## src/rtl/jtag_uart_bridge.sv

```systemverilog
// ============================================================================
// jtag_uart_bridge
// ----------------------------------------------------------------------------
// Purpose:
//   Masters an Avalon-MM JTAG UART core and exposes two byte streams to the
//   CPU. A TX FIFO buffers CPU->host bytes and an RX FIFO buffers host->CPU
//   bytes. TX writes are batched against a WSPACE credit counter, so a single
//   control-register read can be followed by several data writes. A
//   round-robin arbiter alternates between RX polling and TX draining.
//
// Parameters:
//   TX_LOG_DEPTH   log2 of the TX FIFO depth
//   RX_LOG_DEPTH   log2 of the RX FIFO depth
//
// Ports:
//   clock, reset           single clock, asynchronous active-high reset
//   address                Avalon byte address (0 = data, 4 = control)
//   writedata, write       Avalon write data / strobe
//   read                   Avalon read strobe
//   waitrequest, readdata  Avalon stall / read data
//   in_canGet, in_getData  CPU->host byte source
//   in_get                 byte taken from in_getData this cycle
//   out_canGet             RX FIFO not empty
//   out_getData            RX FIFO head byte
//   out_get                CPU pops the RX head (ignored when empty)
//
// Optional feature (macro JTAG_UART_BRIDGE_STATS_EN):
//   Adds tx_count / rx_count outputs counting completed TX writes and RX
//   pushes. Both wrap at 2^32. Without the macro these ports do not exist.
// ============================================================================
module jtag_uart_bridge #(
    parameter int TX_LOG_DEPTH = 4,
    parameter int RX_LOG_DEPTH = 4
) (
    input  logic        clock,
    input  logic        reset,
    output logic [2:0]  address,
    output logic [31:0] writedata,
    output logic        write,
    output logic        read,
    input  logic        waitrequest,
    input  logic [31:0] readdata,
    input  logic        in_canGet,
    input  logic [7:0]  in_getData,
    output logic        in_get,
    output logic        out_canGet,
    output logic [7:0]  out_getData,
    input  logic        out_get
`ifdef JTAG_UART_BRIDGE_STATS_EN
    ,
    output logic [31:0] tx_count,
    output logic [31:0] rx_count
`endif
);

    localparam int TX_DEPTH = 1 << TX_LOG_DEPTH;
    localparam int RX_DEPTH = 1 << RX_LOG_DEPTH;
    localparam logic [TX_LOG_DEPTH:0] TX_FULL_LEVEL = (TX_LOG_DEPTH+1)'(TX_DEPTH);
    localparam logic [TX_LOG_DEPTH:0] TX_ONE        = (TX_LOG_DEPTH+1)'(1);
    localparam logic [RX_LOG_DEPTH:0] RX_FULL_LEVEL = (RX_LOG_DEPTH+1)'(RX_DEPTH);

    localparam logic [2:0] ADDR_DATA = 3'd0;
    localparam logic [2:0] ADDR_CTRL = 3'd4;

    typedef enum logic [1:0] {
        IDLE   = 2'd0,
        RX_RD  = 2'd1,
        TX_CHK = 2'd2,
        TX_WR  = 2'd3
    } state_t;

    // ------------------------------------------------------------------
    // TX FIFO (CPU -> host)
    // ------------------------------------------------------------------
    logic [7:0]              tx_mem [TX_DEPTH];
    logic [TX_LOG_DEPTH-1:0] tx_wr_ptr_reg;
    logic [TX_LOG_DEPTH-1:0] tx_rd_ptr_reg;
    logic [TX_LOG_DEPTH-1:0] tx_rd_ptr_inc;
    logic [TX_LOG_DEPTH:0]   tx_level_reg;
    logic                    tx_full;
    logic                    tx_empty;
    logic                    tx_push;
    logic                    tx_pop;
    logic [7:0]              tx_head;
    logic [7:0]              tx_next_head;

    // ------------------------------------------------------------------
    // RX FIFO (host -> CPU)
    // ------------------------------------------------------------------
    logic [7:0]              rx_mem [RX_DEPTH];
    logic [RX_LOG_DEPTH-1:0] rx_wr_ptr_reg;
    logic [RX_LOG_DEPTH-1:0] rx_rd_ptr_reg;
    logic [RX_LOG_DEPTH:0]   rx_level_reg;
    logic                    rx_full;
    logic                    rx_push;
    logic                    rx_pop;

    // ------------------------------------------------------------------
    // Control state
    // ------------------------------------------------------------------
    state_t      state_reg;
    logic [15:0] wcred_reg;
    logic        last_tx_reg;   // 1 = TX was the last service granted
    logic [2:0]  burst_reg;     // writes already completed in this TX burst

    logic rx_ok;
    logic tx_ok;
    logic pick_rx;
    logic continue_burst;
    logic xfer_done;

    // Bits of readdata the bridge never looks at.
    logic unused_readdata;
    assign unused_readdata = ^readdata[14:8];

    assign tx_full      = (tx_level_reg == TX_FULL_LEVEL);
    assign tx_empty     = (tx_level_reg == '0);
    assign in_get       = in_canGet & ~tx_full & ~reset;
    assign tx_push      = in_get;
    assign xfer_done    = ~waitrequest;
    assign tx_pop       = (state_reg == TX_WR) & write & xfer_done;
    assign tx_rd_ptr_inc = tx_rd_ptr_reg + 1'b1;
    assign tx_head      = tx_mem[tx_rd_ptr_reg];
    assign tx_next_head = tx_mem[tx_rd_ptr_inc];

    assign rx_full      = (rx_level_reg == RX_FULL_LEVEL);
    assign out_canGet   = (rx_level_reg != '0);
    assign out_getData  = rx_mem[rx_rd_ptr_reg];
    assign rx_pop       = out_get & out_canGet;
    assign rx_push      = (state_reg == RX_RD) & read & xfer_done & readdata[15];

    // Arbitration: when both services are ready, the one not granted last
    // time wins.
    assign rx_ok   = ~rx_full;
    assign tx_ok   = ~tx_empty;
    assign pick_rx = rx_ok & (~tx_ok | last_tx_reg);

    // Keep writing only while another byte is already queued, at least one
    // credit survives this write, and the burst has not reached 8 writes.
    // A byte pushed during this cycle is deliberately not counted.
    assign continue_burst = (tx_level_reg > TX_ONE) && (wcred_reg != 16'd1)
                            && (burst_reg != 3'd7);

    // ------------------------------------------------------------------
    // FIFO storage (no reset on the arrays themselves)
    // ------------------------------------------------------------------
    always_ff @(posedge clock) begin
        if (tx_push) begin
            tx_mem[tx_wr_ptr_reg] <= in_getData;
        end
        if (rx_push) begin
            rx_mem[rx_wr_ptr_reg] <= readdata[7:0];
        end
    end

    // ------------------------------------------------------------------
    // FIFO pointers and levels
    // ------------------------------------------------------------------
    always_ff @(posedge clock or posedge reset) begin
        if (reset) begin
            tx_wr_ptr_reg <= '0;
            tx_rd_ptr_reg <= '0;
            tx_level_reg  <= '0;
            rx_wr_ptr_reg <= '0;
            rx_rd_ptr_reg <= '0;
            rx_level_reg  <= '0;
        end else begin
            if (tx_push) tx_wr_ptr_reg <= tx_wr_ptr_reg + 1'b1;
            if (tx_pop)  tx_rd_ptr_reg <= tx_rd_ptr_inc;
            if (tx_push && !tx_pop)      tx_level_reg <= tx_level_reg + 1'b1;
            else if (!tx_push && tx_pop) tx_level_reg <= tx_level_reg - 1'b1;

            if (rx_push) rx_wr_ptr_reg <= rx_wr_ptr_reg + 1'b1;
            if (rx_pop)  rx_rd_ptr_reg <= rx_rd_ptr_reg + 1'b1;
            if (rx_push && !rx_pop)      rx_level_reg <= rx_level_reg + 1'b1;
            else if (!rx_push && rx_pop) rx_level_reg <= rx_level_reg - 1'b1;
        end
    end

    // ------------------------------------------------------------------
    // Avalon master FSM. All bus outputs are registered and only change on
    // a completed transfer (or when leaving IDLE), which keeps them stable
    // for the whole waitrequest stall.
    // ------------------------------------------------------------------
    always_ff @(posedge clock or posedge reset) begin
        if (reset) begin
            state_reg   <= IDLE;
            read        <= 1'b0;
            write       <= 1'b0;
            address     <= ADDR_DATA;
            writedata   <= '0;
            wcred_reg   <= '0;
            last_tx_reg <= 1'b1;   // RX gets the first turn
            burst_reg   <= '0;
        end else begin
            case (state_reg)
                IDLE: begin
                    if (pick_rx) begin
                        state_reg   <= RX_RD;
                        read        <= 1'b1;
                        address     <= ADDR_DATA;
                        last_tx_reg <= 1'b0;
                    end else if (tx_ok) begin
                        last_tx_reg <= 1'b1;
                        if (wcred_reg != 16'd0) begin
                            state_reg <= TX_WR;
                            write     <= 1'b1;
                            address   <= ADDR_DATA;
                            writedata <= {24'b0, tx_head};
                            burst_reg <= '0;
                        end else begin
                            state_reg <= TX_CHK;
                            read      <= 1'b1;
                            address   <= ADDR_CTRL;
                        end
                    end
                end

                RX_RD: begin
                    // Data is pushed by the FIFO logic when RVALID is set.
                    if (xfer_done) begin
                        read      <= 1'b0;
                        state_reg <= IDLE;
                    end
                end

                TX_CHK: begin
                    // WSPACE = 0 simply leaves wcred at 0; arbitration retries.
                    if (xfer_done) begin
                        read      <= 1'b0;
                        address   <= ADDR_DATA;
                        wcred_reg <= readdata[31:16];
                        state_reg <= IDLE;
                    end
                end

                TX_WR: begin
                    if (xfer_done) begin
                        if (wcred_reg != 16'd0) begin
                            wcred_reg <= wcred_reg - 16'd1;
                        end
                        if (continue_burst) begin
                            writedata <= {24'b0, tx_next_head};
                            burst_reg <= burst_reg + 3'd1;
                        end else begin
                            write     <= 1'b0;
                            state_reg <= IDLE;
                        end
                    end
                end

                default: begin
                    state_reg <= IDLE;
                    read      <= 1'b0;
                    write     <= 1'b0;
                end
            endcase
        end
    end

`ifdef JTAG_UART_BRIDGE_STATS_EN
    // ------------------------------------------------------------------
    // Traffic statistics
    // ------------------------------------------------------------------
    logic [31:0] tx_cnt_reg;
    logic [31:0] rx_cnt_reg;

    always_ff @(posedge clock or posedge reset) begin
        if (reset) begin
            tx_cnt_reg <= '0;
            rx_cnt_reg <= '0;
        end else begin
            if (tx_pop)  tx_cnt_reg <= tx_cnt_reg + 32'd1;
            if (rx_push) rx_cnt_reg <= rx_cnt_reg + 32'd1;
        end
    end

    assign tx_count = tx_cnt_reg;
    assign rx_count = rx_cnt_reg;
`endif

endmodule
```

## config.mk

```make
export PLATFORM = sky130hd
export DESIGN_NAME = jtag_uart_bridge
export DESIGN_NICKNAME = d
export VERILOG_FILES = /design/src/rtl/jtag_uart_bridge.sv
export SDC_FILE = /design/constraint.sdc
export NUM_CORES = 1
export LEC_CHECK = 0
export ABC_AREA = 1
export CAP_MARGIN = 10
export CORE_UTILIZATION = 40
export CTS_CLUSTER_DIAMETER = 100
export DETAILED_ROUTE_END_ITERATION = 10
export GPL_ROUTABILITY_DRIVEN = 0
export PLACE_DENSITY = 0.53
export REMOVE_ABC_BUFFERS = 1
export SLEW_MARGIN = 25
export SYNTH_ARGS = -nofsm -noshare
export SYNTH_HDL_FRONTEND = slang
export SYNTH_SLANG_ARGS = --single-unit
export TNS_END_PERCENT = 1
```

## constraint.sdc

```tcl
create_clock -name clock -period 4.2 [get_ports clock]
set_input_delay 0.84 -clock clock [delete_from_list [all_inputs] [get_ports clock]]
set_output_delay 0.84 -clock clock [all_outputs]
set_load 0.03 [all_outputs]
```

==> run_results.csv, run 1 <==
group,metric,value,unit
cts,clockBufferDepth,3,
floorplanning,die_area,40100,um2
yosys,ys_types,37,
detailed_routing,drc,0,
final_layout,final_common_cell,"nand2_1",
floorplanning,num_rows,72,
grt,grt_pass1_wl,63.3,mm
timing,timing.fmax,0.261,GHz
yosys,synth_top_cell_by_area,"edfxtp_1",
cts,clk_pin_slew,0.06,ns
cts,root_buffer,"clkbuf_16",
final_layout,seqCellArea,9170,um2
run_status,status,"finished clean",
worst_setup_path,path_max_fanout,66,
yosys,yosys_warnings,0,
detailed_routing,firstDrtPassIters,8,
worst_setup_path,path_class,"reg2out",
timing,finalCriticalPeriod,3.83,ns
cts,cts_made_buffers,38,
final_layout,layout-drive-gt1-share,5.99,%
cts,cts_tree,"yes",
worst_setup_path,path_cells,"buf_4, o21ai_0, o211ai_1, nand3_1, nand2_1, clkdlybuf4s50_1",
min_path,hold_class,"reg2reg",
yosys,async_flop_share,18.7,%
cts,post_cts_buffers,0,
timing,worst_pin_slew,0.963,ns
final_layout,instances_no_fill,2288,
final_layout,final_cell_mix,"430 x nand2_1, 260 x nand3_1, 256 x edfxtp_1, 188 x inv_1, 135 x nor2_1",
detailed_routing,vias_per_cell,5.09,
yosys,syn_area_per_cell,9.29,um2
worst_setup_path,crit_family,"buffers and inverters",
pwr,total_power,12.6,mW
yosys,yosys-top-cells-area,"edfxtp_1 49%, nand2_1 10%, dfrtp_1 9.2%",
worst_setup_path,endpoint_kind,"output pin",
detailed_routing,drt-initial-drc-count,765,
yosys,syn_inst,1692,
worst_setup_path,cp_slowest_cell,"clkdlybuf4s50_1",
floorplanning,fp.dieW,200,um
final_layout,layout.nets,1814,
grt,grt-ovfl-total,0,
final_layout,num_antenna_cells,0,
yosys,yosysSeqAreaShare,58.3,%
flow_run,drv_cap,0,
detailed_routing,drt-total-wl,40.4,mm
cts,htreeDepth,2,
cts,worstSkewPairLatency,0.56,ns
placement,dp_hpwl,25.9,mm
grt,grt_pass1_vias,11200,
timing,tns,0,ns
worst_setup_path,arrival,2.99,ns
yosys,syn_area,15700,um2
pwr,power.density,706,nW/um2
timing,fin_crit_sh,91.1,%
yosys,synth_enable_flop_cells,256,
placement,place_inst,2218,
final_layout,fill_cells,3686,
final_layout,multi_input_area,5340,um2
worst_setup_path,worstPathRequired,3.36,ns
timing,clock_skew,0.0301,ns
timing,fin_ws,0.373,ns
detailed_routing,postRouteAntennaNets,0,
yosys,synth_ff_type,"edfxtp_1",
placement,port-buffer-count,58,
grt,grt_max_degree,68,
cts,clkSinkCount,315,
worst_setup_path,cp.buffers_inverters,2,
detailed_routing,route.vias.total,11700,
worst_setup_path,crit_path_start_kind,"flip-flop",
timing,setup_viol,0,
pwr,power_leakage,7.39,nW
final_layout,areaGrowthSynthToFinish,14.0,%
floorplanning,die_h,200,um
cts,ctsHoldBuffers,0,
worst_setup_path,max_stage_delay,0.67,ns
pwr,irDropWorstVdd,0.415,mV
timing,drv_slew,0,
yosys,ys_ff_latch,315,
floorplanning,io-pin-count,92,
detailed_routing,routedWlPerCell,17.7,um
floorplanning,initial_utilization,40.6,%
cts,post_cts_resized,0,
timing,rsz0062_at_grt,"false",
timing,finalHoldViolations,0,
grt,grt.total_usage,20.4,%
yosys,synth_top_cell_area_share,48.9,%
placement,pre_cts_slack,0.726,ns
grt,antenna_found_initial,0,
floorplanning,core-area,38700,um2
timing,slew_headroom,35.5,%
report_power, final:
part | total, mW | internal [mW] | switching (mW)
logic | 5.35 | 1.77 | 3.58
clock network | 3.15 | 1.84 | 1.30
registers | 4.15 | 3.73 | 0.421
cell type report:
type                    instances  share of cell area (%)
well taps                     518                    3.62
clock inverters                17                   0.866
flip-flops and latches        315                    51.2
repair buffers                 92                    4.73
clock buffers                  53                    5.74
multi-input cells            1100                    29.8
inverters                     193                    4.05
per-stage QoR:
stage	utilization [%]	hold WS [ns]	cell area, um2
3_5_place_dp	43.2	0.465	16700
5_1_grt	46.3	0.499	17900
6_report	46.3	0.485	17900
3_3_place_gp	43.2	0.471	16700
4_1_cts	46.3	0.486	17900
2_1_floorplan	-	0.457	15200
final timing paths:
path | startpoint | end | slack (ns) | cells after the start
max | rx_rd_ptr_reg[0] | out_getData[3] | 0.37 | 6
min | writedata[1] | writedata[1] | 0.48 | 2
max reg2reg | tx_rd_ptr_reg[0] | writedata[1] | 1.17 | 12
min reg2reg | writedata[1] | writedata[1] | 0.48 | 2
max in group asynchronous | reset | tx_rd_ptr_reg[0] | 2.65 | 3
min in group asynchronous | reset | rx_rd_ptr_reg[2] | 0.93 | 3
tightest hold or removal path: cells and delay by family (launching register included):
kind	cells	cell delay (ns)
flip-flops	1	0.34
AND/OR/NAND/NOR	2	0.11
kinds of logic (layout without fill, tap and decap cells):
logic type      count (synthesis)  in the layout  synth area share, %
flops                         315            315                 58.3
compound gates                150            150                 5.49
mux                            13             13                0.836
xor+xnor                       27             27                 1.70
simple gates                  855            855                 23.0
buf+inv                       302            355                 8.27
fa+ha+maj                      29             29                 2.36
other cells                     1             26               0.0239
cell usage after synthesis (2+ instances only):
library cell and count:
nand4_1 11, dfrtp_1 58, inv_2 3, nand2_1 430
ha_1 28, inv_1 189, nor2_2 4, o21ai_1 13
or2_2 3, xnor2_1 3, buf_1 8, xor2_1 20
o21a_1 2, xor2_2 3, nor2_1 135, buf_4 29
edfxtp_1 256, mux2i_1 12, a21oi_1 16, nand3_2 3
nand3_1 260, o211ai_1 24, clkbuf_1 27, o221ai_1 12
o21ai_0 82, buf_2 45, nor3_1 6
metal layers:
layer  vias up  global-route usage (%)  wire length (um)
li1       5687                       -                 -
met1      5569                    27.3             18200
met2       312                    33.4             19000
met3        84                    2.78              2020
met4         0                    8.16              1200
met5         -                       0                 0
No activity file was read; power rests on OpenSTA's default activity.
==> run 2: changes to the inputs <==
ABC_CLOCK_PERIOD_IN_PS = 4200   (was not set)
CORE_MARGIN = 3   (was not set)
TNS_END_PERCENT = 20   (was 1)
==> run 2 against run 1 <==
Sequential cell count did not move; clock power about the same; via count down 0.13%; worst setup slack got worse by 0.055 ns; largest power group unchanged.
==> run_results.csv, run 2 (synthesized netlist as in run 1, its figures left out) <==
group,metric,value,unit
run_status,status,"finished clean",
pwr,p_comb_share,41.8,%
worst_setup_path,worstPathRequired,3.36,ns
grt,grt_pass1_wl,62.5,mm
final_layout,final_cell_mix,"430 x nand2_1, 260 x nand3_1, 256 x edfxtp_1, 188 x inv_1, 135 x nor2_1",
floorplanning,fp.dieW,204,um
pwr,seqPwrFrac,33.3,%
timing,drv_slew,0,
pwr,swShare,42.2,%
timing,slew_headroom,37.6,%
worst_setup_path,path_max_fanout,39,
timing,clock_skew,0.0272,ns
flow_run,drv_cap,0,
final_layout,instances_no_fill,2276,
detailed_routing,firstDrtPassIters,5,
detailed_routing,routedWlPerCell,17.8,um
detailed_routing,postRouteAntennaNets,0,
pwr,power_leakage,7.40,nW
detailed_routing,drt-initial-drc-count,928,
final_layout,layout.nets,1810,
final_layout,num_antenna_cells,0,
final_layout,areaGrowthSynthToFinish,14.1,%
timing,worst_pin_slew,0.935,ns
grt,grt.total_usage,19.4,%
timing,finalHoldViolations,0,
placement,dp_hpwl,25.9,mm
pwr,p_clk_share,24.9,%
grt,grt_pass1_vias,11000,
timing,timing.fmax,0.258,GHz
pwr,internal-power,7.32,mW
grt,antenna_found_initial,0,
final_layout,layout-drive-gt1-share,6.01,%
floorplanning,core-area,38200,um2
cts,cts_made_buffers,38,
worst_setup_path,arrival,3.04,ns
cts,htreeDepth,2,
timing,fin_ws,0.318,ns
cts,clockBufferDepth,3,
worst_setup_path,ff2ff_path_depth,11,
pwr,netSwitchingPower,5.35,mW
floorplanning,num_rows,71,
placement,place_inst,2207,
timing,setup_viol,0,
detailed_routing,drc,0,
grt,grt_max_degree,90,
pwr,power.density,707,nW/um2
floorplanning,initial_utilization,41.1,%
cts,post_cts_buffers,0,
cts,clk_pin_slew,0.06,ns
floorplanning,die_h,204,um
timing,finalCriticalPeriod,3.88,ns
timing,fin_crit_sh,92.4,%
cts,clkSinkCount,315,
final_layout,final_common_cell,"nand2_1",
timing,rsz0062_at_grt,"false",
cts,ctsHoldBuffers,0,
cts,worstSkewPairLatency,0.57,ns
min_path,holdPathStages,2,
min_path,hold_class,"reg2reg",
cts,post_cts_resized,0,
floorplanning,die_area,41700,um2
detailed_routing,route.vias.total,11600,
floorplanning,io-pin-count,92,
cts,root_buffer,"clkbuf_16",
placement,pre_cts_slack,0.779,ns
grt,grt-ovfl-total,0,
worst_setup_path,endpoint_kind,"output pin",
worst_setup_path,crit_path_start_kind,"flip-flop",
cts,cts_tree,"yes",
worst_setup_path,path_class,"reg2out",
pwr,irDropWorstVdd,0.372,mV
detailed_routing,vias_per_cell,5.11,
placement,port-buffer-count,58,
final_layout,finish.utilization,46.9,%
detailed_routing,drt-total-wl,40.4,mm
run 2: through the flow:
| step | total power [mW] | setup TNS (ns) | hold slack, ns | cell area [um2] |
|---|---|---|---|---|
| 2_1_floorplan | 7.68 | -2.63 | 0.457 | 15200 |
| 3_3_place_gp | 9.49 | 0 | 0.476 | 16700 |
| 3_5_place_dp | 9.57 | 0 | 0.484 | 16700 |
| 4_1_cts | 12.8 | 0 | 0.495 | 17900 |
| 5_1_grt | 13.6 | 0 | 0.516 | 17900 |
| 6_report | 12.7 | 0 | 0.490 | 17900 |
run 2: worst max-delay path: stages, from the launching register on:
cell	delay, ns
dfrtp_2	0.83
buf_4	0.34
o21ai_0	0.11
o211ai_1	0.28
nand3_1	0.13
nand2_1	0.10
clkdlybuf4s50_1	0.67
run 2: layout make-up:
cell class / instances / area [um2]
inverter: 193 / 726
multi-input combinational: 1100 / 5350
tap: 511 / 639
sequential: 315 / 9170
clock inverter: 13 / 140
timing repair buffer: 88 / 831
fill: 3582 / 20300
clock buffer: 56 / 1070
run 2: path summary, 6_finish.rpt:
path / start / endpoint / slack, ns
hold reg to reg: burst_reg[1] / burst_reg[1] / 0.49
max in group asynchronous: reset / wcred_reg[15] / 2.65
hold / removal: burst_reg[1] / burst_reg[1] / 0.49
setup reg to reg: tx_rd_ptr_reg[0] / writedata[3] / 1.12
setup / recovery: rx_rd_ptr_reg[1] / out_getData[4] / 0.32
min in group asynchronous: reset / rx_level_reg[1] / 0.75
run 2: per-layer routing:
layer	vias to the layer above	share of wire, %	routed length, um	track usage [%]
met5	-	0	0	0
met4	0	2.9	1190	7.62
met3	75	5.8	2330	2.61
met2	322	46	18500	30.7
met1	5561	45	18400	27.3
li1	5679	-	-	-
run 2: power by group through the flow:
| stage | logic (mW) | registers, mW | clock network (mW) |
|---|---|---|---|
| floorplan | 3.30 | 4.37 | 0 |
| detailed placement | 5.29 | 4.28 | 0 |
| finish | 5.30 | 4.22 | 3.16 |
| global placement | 5.22 | 4.27 | 0 |
| CTS | 5.31 | 4.22 | 3.25 |
| global route | 5.95 | 4.28 | 3.37 |
==> edit 1: new RTL, flow settings as in run 1 <==
Re-encode `state_t` (4 states) as one-hot, 4 bits wide.
--- a/src/rtl/jtag_uart_bridge.sv
+++ b/src/rtl/jtag_uart_bridge.sv
@@ -64,7 +64,7 @@
 
-    typedef enum logic [1:0] {
-        IDLE   = 2'd0,
-        RX_RD  = 2'd1,
-        TX_CHK = 2'd2,
-        TX_WR  = 2'd3
+    typedef enum logic [3:0] {
+        IDLE   = 4'b0001,
+        RX_RD  = 4'b0010,
+        TX_CHK = 4'b0100,
+        TX_WR  = 4'b1000
     } state_t;
Behaviour: same outputs for any inputs over 4 cycles, from zero or initial values and one cycle with reset high; so few cycles prove little.
==> edit 1 against run 1 <==
  * Routed wire length up 0.45%
  * Cell area up 0.12%
  * Critical path depth unchanged
  * Sequential cell count up 2
  * Area after synthesis up 0.35%
  * Total power down 0.24%
  * Die area up 0.35%
  * Setup slack better by 37 ps
  * Count of clock-buffer cells in the layout up 3
  * Largest cell class unchanged
  * Highest routed layer is now met5
==> edit 1: results (changes against run 1) <==
* First-pass GRT wire length at 63300 um (about the same)
* Rel. slew slack at 38.1% (+2.6 points)
* Fillers at 3666 (-0.54%)
* VDD IR max at 461 uV (+11%)
* Register area share after synthesis at 58.5% (+0.12 points)
* Cts bufs inserted at 37 (-2.6%)
* Max-cap violations at 0 (unchanged)
* Detail Placement HPWL at 25600 um (-1.1%)
* Num Clock Sinks at 317 (+0.63%)
* Status: finished, final reports clean
* CP top delay family: buffers and inverters
* Largest net degree at the start of global routing at 101 (+49%)
* Critical Path AT at 2950 ps (-40 ps)
* Post-synth EDFFs at 256 (unchanged)
* Final wirelength at 40600 um (+0.45%)
* Pleak at 0.00744 uW (+0.67%)
* Fraction of layout cells with a size suffix above 1 at 6.33% (+0.34 points)
* Synth cell count leaders: 439 x nand2_1, 273 x nand3_1, 256 x edfxtp_1
* Synth async-reset ratio at 19.2% (+0.51 points)
* Initial antenna violation count at 1 (+1)
* Ant. Diodes at 0 (unchanged)
* DRT Pass-1 Iters at 5 (-3)
* Setup WS pre-CTS at 713 ps (-12.9 ps)
* Skew final at 23.2 ps (-6.93 ps)
* Starting DRT DRC Count at 950 (+24%)
* Worst-Skew Late Latency at 560 ps (about the same)
* Total track usage at 20.4% (+0.030 points)
* Synth Warn # at 0 (unchanged)
* Vias at 11726 (+0.64%)
* PostCTS Resize Cnt at 0 (unchanged)
* Final net count at 1827 (+0.72%)
* Vias in the first global route at 11290 (+0.78%)
* Dominant cells by area after synthesis: edfxtp_1 49%, nand2_1 10%, dfrtp_1 9.4%
==> edit 1: cell count changes after synthesis, moves of 6 or more <==
cell     before  now
nand3_1     260  273
nor2_1      135  145
nand2_1     430  439
a21oi_1      16    9
o21ai_0      82   88
==> edit 1: cells by family after synthesis <==
group	after synthesis	synth area share, %
and+or+nand+nor	886	23.8
DFF	317	58.5
buffers and inverters	296	8.20
AOI/OAI and AO/OA	147	5.40
adders and majority gates	25	2.03
xor gates and xnor gates	21	1.36
muxes	11	0.706
other	1	0.0238
==> edit 1: layout make-up <==
type,count,area share (%)
clock inverters,11,0.558
repair buffers,95,4.99
multi-input cells,1116,29.8
flip-flops and latches,317,51.4
clock buffers,56,5.61
inverters,190,3.98
well taps,518,3.61
==> edit 1: path summary, 6_finish.rpt <==
check	startpoint	endpoint	slack, ps
max	rx_rd_ptr_reg[0]	out_getData[7]	410
min	writedata[7]	writedata[7]	500
max reg2reg	tx_rd_ptr_reg[0]	writedata[7]	1360
min reg2reg	writedata[7]	writedata[7]	500
max in group asynchronous	reset	tx_rd_ptr_reg[0]	2660
min in group asynchronous	reset	rx_level_reg[4]	930
==> edit 1: worst register-to-register path, stage by stage (launching register included) <==
cell and delay (ps):
dfrtp_4 640, ha_1 840, buf_4 410, nand3_1 150
nand3_1 140, nand3_1 180, nand2_1 120, nand2_1 50
nand2_1 110, nand2_1 80, nand2_1 70
==> edit 1: power by group through the flow <==
stage | registers, uW | clock network [uW] | logic [uW]
floorplan | 4390 | 0 | 3310
global placement | 4190 | 0 | 5400
detailed placement | 4200 | 0 | 5460
CTS | 4140 | 3090 | 5490
global route | 4200 | 3190 | 6060
finish | 4140 | 3000 | 5470
==> edit 1: stage by stage <==
stage / total power (uW) / instances / instance area (sq um)
final: 12600 / 2303 / 17900
after floorplan: 7700 / 1623 / 15300
after global placement: 9590 / 2236 / 16800
after CTS: 12700 / 2303 / 17900
after global routing: 13400 / 2303 / 17900
after detailed placement: 9660 / 2236 / 16800
==> edit 1: layer usage <==
layer  share of wire, %  routed length [um]  track usage, %
met4                3.0                1210            7.96
met2                 47               19300            33.5
met5              0.022                   9               0
met3                5.8                2370            3.23
met1                 44               17700            27.2
==> edit 2: new RTL, settings of run 1 <==
Made on the original files. Add a define of `JTAG_UART_BRIDGE_STATS_EN`.
--- a/src/rtl/jtag_uart_bridge.sv
+++ b/src/rtl/jtag_uart_bridge.sv
@@ -30,2 +30,4 @@
 // ============================================================================
+`define JTAG_UART_BRIDGE_STATS_EN
+
 module jtag_uart_bridge #(
Check against the original RTL (old outputs only; new: rx_count and tx_count): equivalent (Yosys induction, for registers that start in step).
==> edit 2 against run 1 <==
  * The flow now finishes with violations (design-rule violations)
  * Sequential cell count increased by 64
  * Maximum frequency increased by 1.8%
  * Total power increased by 14%
  * Setup slack improved by 67 ps
  * Cell area increased by 25%
  * Register-to-register slack improved by 230 ps
  * First-iteration DRC count increased by 31%
  * Non-clock buffer count increased by 66
  * Routed wire length increased by 20%
  * Area after synthesis increased by 22%
  * Critical path type unchanged
  * Largest cell class unchanged
==> edit 2: results (changes against run 1) <==
* Status: complete, but fails checks
* Failing checks: design-rule violations
* VDD IR max at 377 uV (-9.1%)
* Htree depth at 2 (unchanged)
* Worst-Skew Late Latency at 580 ps (+20 ps)
* Vias at 14398 (+24%)
* Pleak at 0.00965 uW (+31%)
* GR Util met1 at 28.8% (+1.4 points)
* Setup WS pre-CTS at 755 ps (+28.7 ps)
* Dominant cells by area after synthesis: edfxtp_1 40%, dfrtp_1 16%, nand2_1 11%
* Register area share after synthesis at 56.4% (-2.0 points)
* GRT met2 Usage at 31.8% (-1.5 points)
* Placed inst area at 0.0209 sq mm (+25%)
* P_int at 8650 uW (+18%)
* Crit-path max cell delay at 740 ps (+70 ps)
* Ratio of final minimum period to clock period at 89.5% (-1.6 points)
* Largest regs: rx_mem x128, tx_mem x128
* Drc violations at 1 (+1)
* Vias in the first global route at 13917 (+24%)
* Clk slew on worst S/H paths at 60 ps (about the same)
* Synth cell count leaders: 566 x nand2_1, 261 x nand3_1, 256 x edfxtp_1
* Total track usage at 20.4% (+0.022 points)
* Buffers on Ports at 122 (+110%)
* Starting DRT DRC Count at 1002 (+31%)
* Cells after Synth at 2090 (+24%)
* Post-synth cell types at 43 (+16%)
* Hold_ws at 483 ps (-2.06 ps)
* DRT Pass-1 Iters at 10 (+2)
* Largest net degree at the start of global routing at 105 (+54%)
* Fraction of layout cells with a size suffix above 1 at 6.11% (+0.12 points)
* Placed instance count at 2769 (+25%)
* Reg2Reg Setup Slack at 1400 ps (+230 ps)
* CP top delay family: buffers and inverters
* CP max stage cell: dfrtp_4
* Max Fanout on Critical Path at 34 (-48%)
* Cts bufs inserted at 44 (+16%)
* Rel. slew slack at 36.7% (+1.2 points)
* Skew final at 28.2 ps (-1.85 ps)
* DR WL/cell at 17.0 um (-3.6%)
* Worst Hold Class: register to register
* Post-CTS Setup Repair Bufs at 0 (unchanged)
* Initial antenna violation count at 0 (unchanged)
* Final net count at 2285 (+26%)
* Gate power share at 39.2% (-3.1 points)
* Synth Warn # at 0 (unchanged)
* First-pass GRT wire length at 76900 um (+21%)
* Total sequential power at 4820 uW (+16%)
* Detail Placement HPWL at 32000 um (+24%)
* Fillers at 4459 (+21%)
* CTS root buf: clkbuf_16
* Met3 Use GR at 4.12% (+1.3 points)
* Synth async-reset ratio at 32.5% (+14 points)
* Vias per Instance at 5.05 (-0.83%)
* Critical Path AT at 2920 ps (-70 ps)
edit 2: cell count changes in the layout (fill, tap and decap cells not counted), moves of 25 or more:
cell             delta
clkdlybuf4s50_1    +63
a21oi_1            +29
dfrtp_1            +65
nand2_1           +136
xor2_1             +27
inv_1              +65
xnor2_1            +25
edit 2: metal layers:
layer / share of wire (%) / wire length [um]
met3: 6.9 / 3370
met4: 2.4 / 1150
met1: 46 / 22200
met5: 0 / 0
met2: 45 / 21800
edit 2: cells by family after synthesis:
logic type	share of synthesized area (%)
mux	1.68
simple gates	22.8
buf+inv	8.23
fa+ha+maj	2.07
compound gates	5.06
other cells	0.0196
flops	56.4
xor+xnor	3.78
edit 2: worst paths after layout:
kind	from	end	cells past startpoint
max in group asynchronous	reset	rx_rd_ptr_reg[0]	4
setup / recovery	rx_rd_ptr_reg[0]	out_getData[5]	7
min in group asynchronous	reset	wcred_reg[10]	3
setup reg to reg	tx_level_reg[0]	tx_mem[1][7]	7
hold reg to reg	burst_reg[1]	burst_reg[1]	2
hold / removal	burst_reg[1]	burst_reg[1]	2
edit 2: tightest hold or removal path: cells and delay by family, from the launching register on:
family / cells / cell delay [ps]
DFF: 1 / 340
and+or+nand+nor: 2 / 110
edit 2: through the flow:
stage	TNS [ps]	power [uW]	util [%]
after detailed placement	0	10500	44.6
after floorplan	-150840	8560	-
after global routing	0	15400	47.8
final	0	14400	47.8
after CTS	0	14500	47.8
after global placement	0	10400	44.6
edit 2: final cells by class:
| class | count | area share (%) |
|---|---|---|
| Timing Repair Buffer | 158 | 6.77 |
| Tap cell | 607 | 3.39 |
| Clock buffer | 62 | 5.71 |
| Inverter | 262 | 4.42 |
| Clock inverter | 19 | 1.02 |
| Sequential cell | 379 | 48.1 |
| Multi-Input combinational cell | 1364 | 30.6 |
